`src/rtl/irq_pkg.sv`:
```
// Shared constants for the IO bank 0x07 interrupt controller: register offsets,
// the "no interrupt" vector code and CTRL bit positions.
package irq_pkg;

  localparam logic [7:0] IRQ_IO_BANK = 8'h07;

  localparam logic [2:0] IRQ_REG_STATUS = 3'd0;
  localparam logic [2:0] IRQ_REG_RAW    = 3'd1;
  localparam logic [2:0] IRQ_REG_EN     = 3'd2;
  localparam logic [2:0] IRQ_REG_MODE   = 3'd3;
  localparam logic [2:0] IRQ_REG_VECTOR = 3'd4;
  localparam logic [2:0] IRQ_REG_CTRL   = 3'd5;
  localparam logic [2:0] IRQ_REG_NMISEL = 3'd6;

  localparam logic [7:0] VEC_NONE = 8'h80;

  localparam int unsigned CTRL_GIE_BIT   = 0;
  localparam int unsigned CTRL_SWSET_BIT = 1;

endpackage

```
`src/rtl/irq_sync.sv`:
```
// Per-source synchroniser chain with a previous-value flop and rising-edge detect.
module irq_sync
  import irq_pkg::*;
#(
  parameter int unsigned SYNC_STAGES = 2
) (
  input  logic clk_i,
  input  logic rst_i,
  input  logic src_i,
  output logic s_o,
  output logic rise_o
);

  logic [SYNC_STAGES-1:0] sync_q;
  logic                   s_prev_q;

  always_ff @(posedge clk_i) begin
    if (rst_i) begin
      sync_q   <= '0;
      s_prev_q <= 1'b0;
    end else begin
      sync_q[0] <= src_i;
      for (int unsigned i = 1; i < SYNC_STAGES; i++) begin
        sync_q[i] <= sync_q[i-1];
      end
      s_prev_q <= sync_q[SYNC_STAGES-1];
    end
  end

  assign s_o    = sync_q[SYNC_STAGES-1];
  assign rise_o = s_o & ~s_prev_q;

endmodule

```
`src/rtl/irq_controller.sv`:
```
// Memory-mapped interrupt controller: sync, latch, mask and prioritise sources.
// Optional NMI routing (NMI_SEL register, nmi_o port) under `IRQ_CONTROLLER_NMI_EN.
module irq_controller
  import irq_pkg::*;
#(
  parameter int unsigned NUM_SRC     = 8,
  parameter int unsigned SYNC_STAGES = 2
) (
  input  logic               clk_i,
  input  logic               rst_i,
  input  logic               R_W_n,
  input  logic [7:0]         reg_addr_i,
  input  logic [7:0]         reg_addr_r_i,
  input  logic [7:0]         data_i,
  input  logic               irq_cs,
  input  logic [NUM_SRC-1:0] src_i,
  output logic [7:0]         data_o,
`ifdef IRQ_CONTROLLER_NMI_EN
  output logic               nmi_o,
`endif
  output logic               irq_o
);

  logic [NUM_SRC-1:0] pend_q, en_q, mode_q, nmisel_q;
  logic               gie_q;
  logic [NUM_SRC-1:0] s, rise, clr, swset, pend_nxt, eligible;
  logic               wr;
  logic [7:0]         vec, rd_val;
  logic               unused_addr_hi;

  assign unused_addr_hi = ^{reg_addr_i[7:3], reg_addr_r_i[7:3]};

  for (genvar g = 0; g < NUM_SRC; g++) begin : g_sync
    irq_sync #(.SYNC_STAGES(SYNC_STAGES)) u_sync (
      .clk_i  (clk_i),
      .rst_i  (rst_i),
      .src_i  (src_i[g]),
      .s_o    (s[g]),
      .rise_o (rise[g])
    );
  end

`ifdef IRQ_CONTROLLER_NMI_EN
  assign eligible = pend_q & en_q & ~nmisel_q;
`else
  assign nmisel_q = '0;
  assign eligible = pend_q & en_q;
`endif

  always_comb begin
    wr    = irq_cs & ~R_W_n;
    clr   = '0;
    swset = '0;
    if (wr && reg_addr_i[2:0] == IRQ_REG_STATUS) clr = data_i[NUM_SRC-1:0];
    if (wr && reg_addr_i[2:0] == IRQ_REG_CTRL && data_i[CTRL_SWSET_BIT]) swset[NUM_SRC-1] = 1'b1;
    // Edge mode: a new edge or software set outranks a coincident clear.
    for (int unsigned i = 0; i < NUM_SRC; i++) begin
      pend_nxt[i] = mode_q[i] ? ((pend_q[i] & ~clr[i]) | rise[i] | swset[i])
                              : (s[i] | swset[i]);
    end
  end

  always_comb begin
    vec = VEC_NONE;
    for (int unsigned i = NUM_SRC; i > 0; i--) begin
      if (eligible[i-1]) vec = 8'(i - 1);
    end
  end

  always_comb begin
    rd_val = 8'h00;
    case (reg_addr_r_i[2:0])
      IRQ_REG_STATUS: rd_val = 8'(eligible);
      IRQ_REG_RAW:    rd_val = 8'(pend_q);
      IRQ_REG_EN:     rd_val = 8'(en_q);
      IRQ_REG_MODE:   rd_val = 8'(mode_q);
      IRQ_REG_VECTOR: rd_val = vec;
      IRQ_REG_CTRL:   rd_val = {7'b0, gie_q};
`ifdef IRQ_CONTROLLER_NMI_EN
      IRQ_REG_NMISEL: rd_val = 8'(nmisel_q);
`endif
      default:        rd_val = 8'h00;
    endcase
  end

  always_ff @(posedge clk_i) begin
    if (rst_i) begin
      pend_q <= '0;
      en_q   <= '0;
      mode_q <= '0;
      gie_q  <= 1'b0;
      data_o <= 8'h00;
      irq_o  <= 1'b0;
    end else begin
      pend_q <= pend_nxt;
      if (wr && reg_addr_i[2:0] == IRQ_REG_EN)   en_q   <= data_i[NUM_SRC-1:0];
      if (wr && reg_addr_i[2:0] == IRQ_REG_MODE) mode_q <= data_i[NUM_SRC-1:0];
      if (wr && reg_addr_i[2:0] == IRQ_REG_CTRL) gie_q  <= data_i[CTRL_GIE_BIT];
      data_o <= irq_cs ? rd_val : 8'h00;
      irq_o  <= gie_q & |eligible;
    end
  end

`ifdef IRQ_CONTROLLER_NMI_EN
  always_ff @(posedge clk_i) begin
    if (rst_i) begin
      nmisel_q <= '0;
      nmi_o    <= 1'b0;
    end else begin
      if (wr && reg_addr_i[2:0] == IRQ_REG_NMISEL) nmisel_q <= data_i[NUM_SRC-1:0];
      nmi_o <= |(pend_q & nmisel_q);
    end
  end
`endif

endmodule

```
`config.mk`:
```
export PLATFORM = sky130hd
export DESIGN_NAME = irq_controller
export DESIGN_NICKNAME = d
export VERILOG_FILES = /design/src/rtl/irq_pkg.sv /design/src/rtl/irq_sync.sv /design/src/rtl/irq_controller.sv
export SDC_FILE = /design/constraint.sdc
export NUM_CORES = 1
export LEC_CHECK = 0
export BUFFER_PORTS_ARGS = -buffer_cell sky130_fd_sc_hd__buf_2
export CELL_PAD_IN_SITES_DETAIL_PLACEMENT = 1
export CELL_PAD_IN_SITES_GLOBAL_PLACEMENT = 1
export CORE_MARGIN = 4
export CORE_UTILIZATION = 46
export CTS_BUF_LIST = sky130_fd_sc_hd__clkbuf_4 sky130_fd_sc_hd__clkbuf_8
export DETAILED_ROUTE_END_ITERATION = 8
export PLACE_DENSITY = 0.95
export RECOVER_POWER = 25
export SLEW_MARGIN = 40
export SYNTH_ARGS = -nofsm -noshare
export SYNTH_HDL_FRONTEND = slang
export SYNTH_SLANG_ARGS = --single-unit
```
`constraint.sdc`:
```
create_clock -name clk_i -period 3 [get_ports clk_i]
set_input_delay 0.45 -clock clk_i [delete_from_list [all_inputs] [get_ports clk_i]]
set_output_delay 0.45 -clock clk_i [all_outputs]
set_load 0.05 [all_outputs]
```
* Word level (Yosys, flattened, before mapping)
Cells that the tools add are included.
Operators by class: equal/unequal tests 8, multiplexer cells 19, bitwise logic cells 47, reductions and logical operators 9
Operator list (number):
- two-way mux 8 bit | 9
- one-hot mux 8 bit (6 select lines) | 1
- bitwise AND 1 bit | 18
- NOT 1 bit | 18
- == test 3 x 2 -> 1 bit, second input constant | 4
- OR 1 bit | 10
- == test 3 bit, second input constant | 3
- two-way mux 1 bit | 9
- bitwise AND 8 bit | 1
- OR reduction 8 bit | 1
- zero test 3 bit | 2
- logical AND 1 bit | 5
- == test 3 x 1 -> 1 bit, second input constant | 1
- OR reduction 2 bit | 1
Word-level totals: register bits after elaboration 58, input port bits 36, output and inout bits 9, logic and storage cells 105

* Logic depth before layout (Yosys ltp)
word-level depth 10, gate-level depth with buffers 5, gate-level depth less buffers 4

* Cells and area by module
From an unflattened synthesis, not the netlist that was laid out.
Second synthesis, totals: cells, all modules 227, area, all modules 2220.9 um^2
Modules (own cells, without submodules):
- irq_controller | instances 1, cells an instance 171, area each 1520.2 um^2, sequential area each 680.7 um^2
- irq_sync | instances 8, cells an instance 7, area each 87.6 um^2, sequential area each 60.1 um^2

* Worst setup path before layout
Ideal clock, no wire load.
path kind in2reg, start in R_W_n, end reg en_q[0], library setup time 0.128 ns, arrival time 1.204 ns, required time 2.872 ns, path slack 1.669 ns, stages 5, path buffers 1, cells stage by stage nor3b_2 -> and3b_1 -> buf_4 -> mux2i_1 -> nor2_1
Between the ends: longest elaborated chain between the ends 3
Ends and longest elaborated chain:
- from (decl) | RTL line irq_controller.sv:11 | input logic R_W_n,
- NOT 1 bit | RTL line irq_controller.sv:51 | wr = irq_cs & ~R_W_n;
- bitwise AND 1 bit | RTL line irq_controller.sv:51
- logical AND 1 bit | RTL line irq_controller.sv:96 | if (wr && reg_addr_i[2:0] == IRQ_REG_EN) en_q <= data_i[NUM_SRC-1:0];
- to (signal assigned) | RTL line irq_controller.sv:96
- to (decl) | RTL line irq_controller.sv:24 | logic [NUM_SRC-1:0] pend_q, en_q, mode_q, nmisel_q;
No other way between the ends. A chain may end at the register's enable or synchronous reset.

* Final worst setup path
start in reg_addr_i[2], end reg en_q[6]
Between the ends: longest elaborated chain between the ends 2
Ends and longest elaborated chain:
- from (decl) | RTL line irq_controller.sv:12 | input logic [7:0] reg_addr_i,
- == test 3 x 2 -> 1 bit | RTL line irq_controller.sv:96
- logical AND 1 bit | RTL line irq_controller.sv:96
No other way between the ends.

==> impl_metrics.yaml <==
status:
  status: "complete, no violations"
pwr:
  p_leak_nw: 1.105
  power_w: 0.001711
  vdd_drop_max_v: 0.0003414
  p_per_area_nw_per_um2: 661.2
timing:
  relSlewSlack_pct: 56.55
  worst_pin_slew_ns: 0.6469
  finalClockSkew_ns: 0.007738
  hold_viol_final: 0
  finalCritPeriodShare_pct: 50.24
  holdWs_ns: 0.3183
  finalSetupTns_ns: 0
  report.final.slew_viol_count: 0
  rsz0062_at_grt: "no"
  fmax_mhz: 663.4
  finalSetupViolations: 0
  finalCriticalPeriod_ns: 1.507
detailed_routing:
  wirelength_um: 4983
  drt-pass1-iter-count: 4
  drtIter0Drc: 98
  detail-route-antenna-nets: 0
  vias: 1694
  viasPerCell: 5.412
  wl_per_cell_um: 15.92
  drcViolationCount: 0
setup_path:
  critPathRequiredTime_ns: 3.21
  cp-start-kind: "input port"
  critPathKind: "in -> reg"
  rrSetupSlack_ns: 1.72
  cp_max_fo: 8
  endpoint_kind: "register"
  crit_arrival_ns: 1.72
logic_synthesis:
  synth.net_count: 254
  ys_seq_area_share_pct: 53.98
  ys_types: 31
  avgSynthCellArea_um2: 9.866
  netlist_instances: 218
  ys_ff_latch: 58
  yosys_warnings: 0
  syn-cell-area_um2: 2151
finish:
  layout-drive-gt1-share_pct: 20.69
  nNetsFinal: 292
  finalInstanceArea_um2: 2587
  final_cells: 313
  diodes: 0
  area_growth_pct: 20.30
floorplan:
  row_count: 24
  die-height_um: 76.38
  die_w_um: 76.38
  coreArea_um2: 4444
  start_util_pct: 48.40
  die_area_um2: 5834
  pin_count: 45
grt:
  grt_max_degree: 51
  grt_remaining_overflow: 0
  gr-usage-all-layers_pct: 18.49
  grt_pass1_wl_um: 8245
  grt_pass1_vias: 1693
  antenna_found_initial: 0
worst_hold_path:
  hold_path.class: "in -> reg"
cts:
  cts_setup_buffers: 0
  cts_buffers: 9
  cts.clk_slew.worst_paths_ns: 0.06
  clock_path_buffers: 2
  cts_tree: "built"
  cts_root_buf: "clkbuf_8"
  clk_latency_ns: 0.34
  cts.hold.buffers_added: 0
  cts.sinks: 58
  cts.htree.levels: 3
  cts.repair.resized: 0
job:
  cap_violations: 0
place:
  placedCellCount: 297
  port_buffers: 34
  gp_congestion: 0.7872
  post-dp-hpwl_um: 3289
  place_area_um2: 2356
-- report_power, final --
part            total, W  switching, W  internal (W)
logic          0.0000908     0.0000545     0.0000363
registers       0.000801    0.00000997      0.000791
clock network   0.000819      0.000297      0.000522
total            0.00171      0.000362       0.00135
-- cell usage in the layout (no fill, tap or decap), drive strengths merged, types with 9 or more instances in the layout --
| master | n |
|---|---|
| a211oi | 9 |
| a21o | 9 |
| buf | 34 |
| clkbuf | 13 |
| dfxtp | 58 |
| mux2i | 17 |
| nand2 | 23 |
| nor2 | 25 |
| nor2b | 24 |
| o22ai | 9 |
-- flip-flops by register name, summed over array words and instances (netlist names) --
register / cells
g_sync.u_sync.sync_q: 16
data_o: 8
en_q: 8
g_sync.u_sync.s_prev_q: 8
mode_q: 8
pend_q: 8
gie_q: 1
irq_o: 1
-- cells by family (layout without fill, tap and decap cells) --
logic type	after synthesis	after routing	share of synthesized area, %
buf+inv	8	51	1.745
mux	17	17	7.911
simple gates	91	91	21.99
flops	58	58	53.98
compound gates	44	44	14.37
-- final cells by class --
type                    count  area [µm²]
fillers                   513        1857
flip-flops and latches     58        1161
multi-input cells         152       952.2
repair buffers             35       176.4
clock buffers              12       158.9
clock inverters             4       73.82
well taps                  52       65.06
-- Yosys cell counts --
cell | number | share of area [%]
nor3_1 | 5 | 1.2
nor2b_1 | 24 | 7.0
buf_4 | 1 | 0.35
nand4_1 | 1 | 0.29
a211oi_1 | 8 | 2.8
a32o_1 | 1 | 0.47
and3b_1 | 1 | 0.41
nor3b_2 | 1 | 0.58
or2_1 | 1 | 0.29
dfxtp_1 | 58 | 54
mux2i_1 | 17 | 7.9
nor4_4 | 1 | 0.99
nand4b_1 | 1 | 0.41
nand2b_1 | 5 | 1.5
a221oi_1 | 1 | 0.41
nor3b_1 | 1 | 0.35
a22oi_1 | 4 | 1.4
clkbuf_1 | 3 | 0.52
o21ai_0 | 4 | 0.93
a21oi_1 | 5 | 1.2
a22o_1 | 1 | 0.41
o32a_1 | 1 | 0.47
nand3_1 | 1 | 0.23
buf_1 | 1 | 0.17
o22ai_1 | 9 | 2.6
nand2_1 | 23 | 4.0
buf_2 | 3 | 0.70
nor2_1 | 25 | 4.4
a21o_1 | 9 | 3.1
nand3_2 | 1 | 0.47
a211oi_2 | 1 | 0.58
-- critical path: stages --
cell and delay, ns:
buf_2 0.13, nor3b_2 0.21, and3b_1 0.58, mux2i_1 0.29, nor2_1 0.05
-- per-stage QoR --
| step | worst slack (ns) | util [%] |
|---|---|---|
| after floorplan | 1.669 | - |
| after global placement | 1.258 | 53.01 |
| after detailed placement | 1.167 | 53.01 |
| after CTS | 1.534 | 58.25 |
| after global routing | 1.425 | 58.22 |
| final | 1.493 | 58.22 |
-- final timing paths --
kind | start | endpoint | cells past startpoint
worst max register to register | pend_q[6] | data_o[0] | 4
worst min-delay path | src_i[3] | g_sync[3].u_sync.sync_q[0] | 2
worst min register to register | g_sync[6].u_sync.sync_q[0] | g_sync[6].u_sync.sync_q[1] | 1
worst max-delay path | reg_addr_i[2] | en_q[6] | 5
-- metal layers --
metal	routed length [µm]	share of wire [%]	GRT usage, %
met5	0	0	0
met4	80	1.6	8.152
met3	275	5.5	8.038
met2	2442	49	29.44
met1	2184	44	21.52
Note: power is estimated with default switching activity, not from simulation.
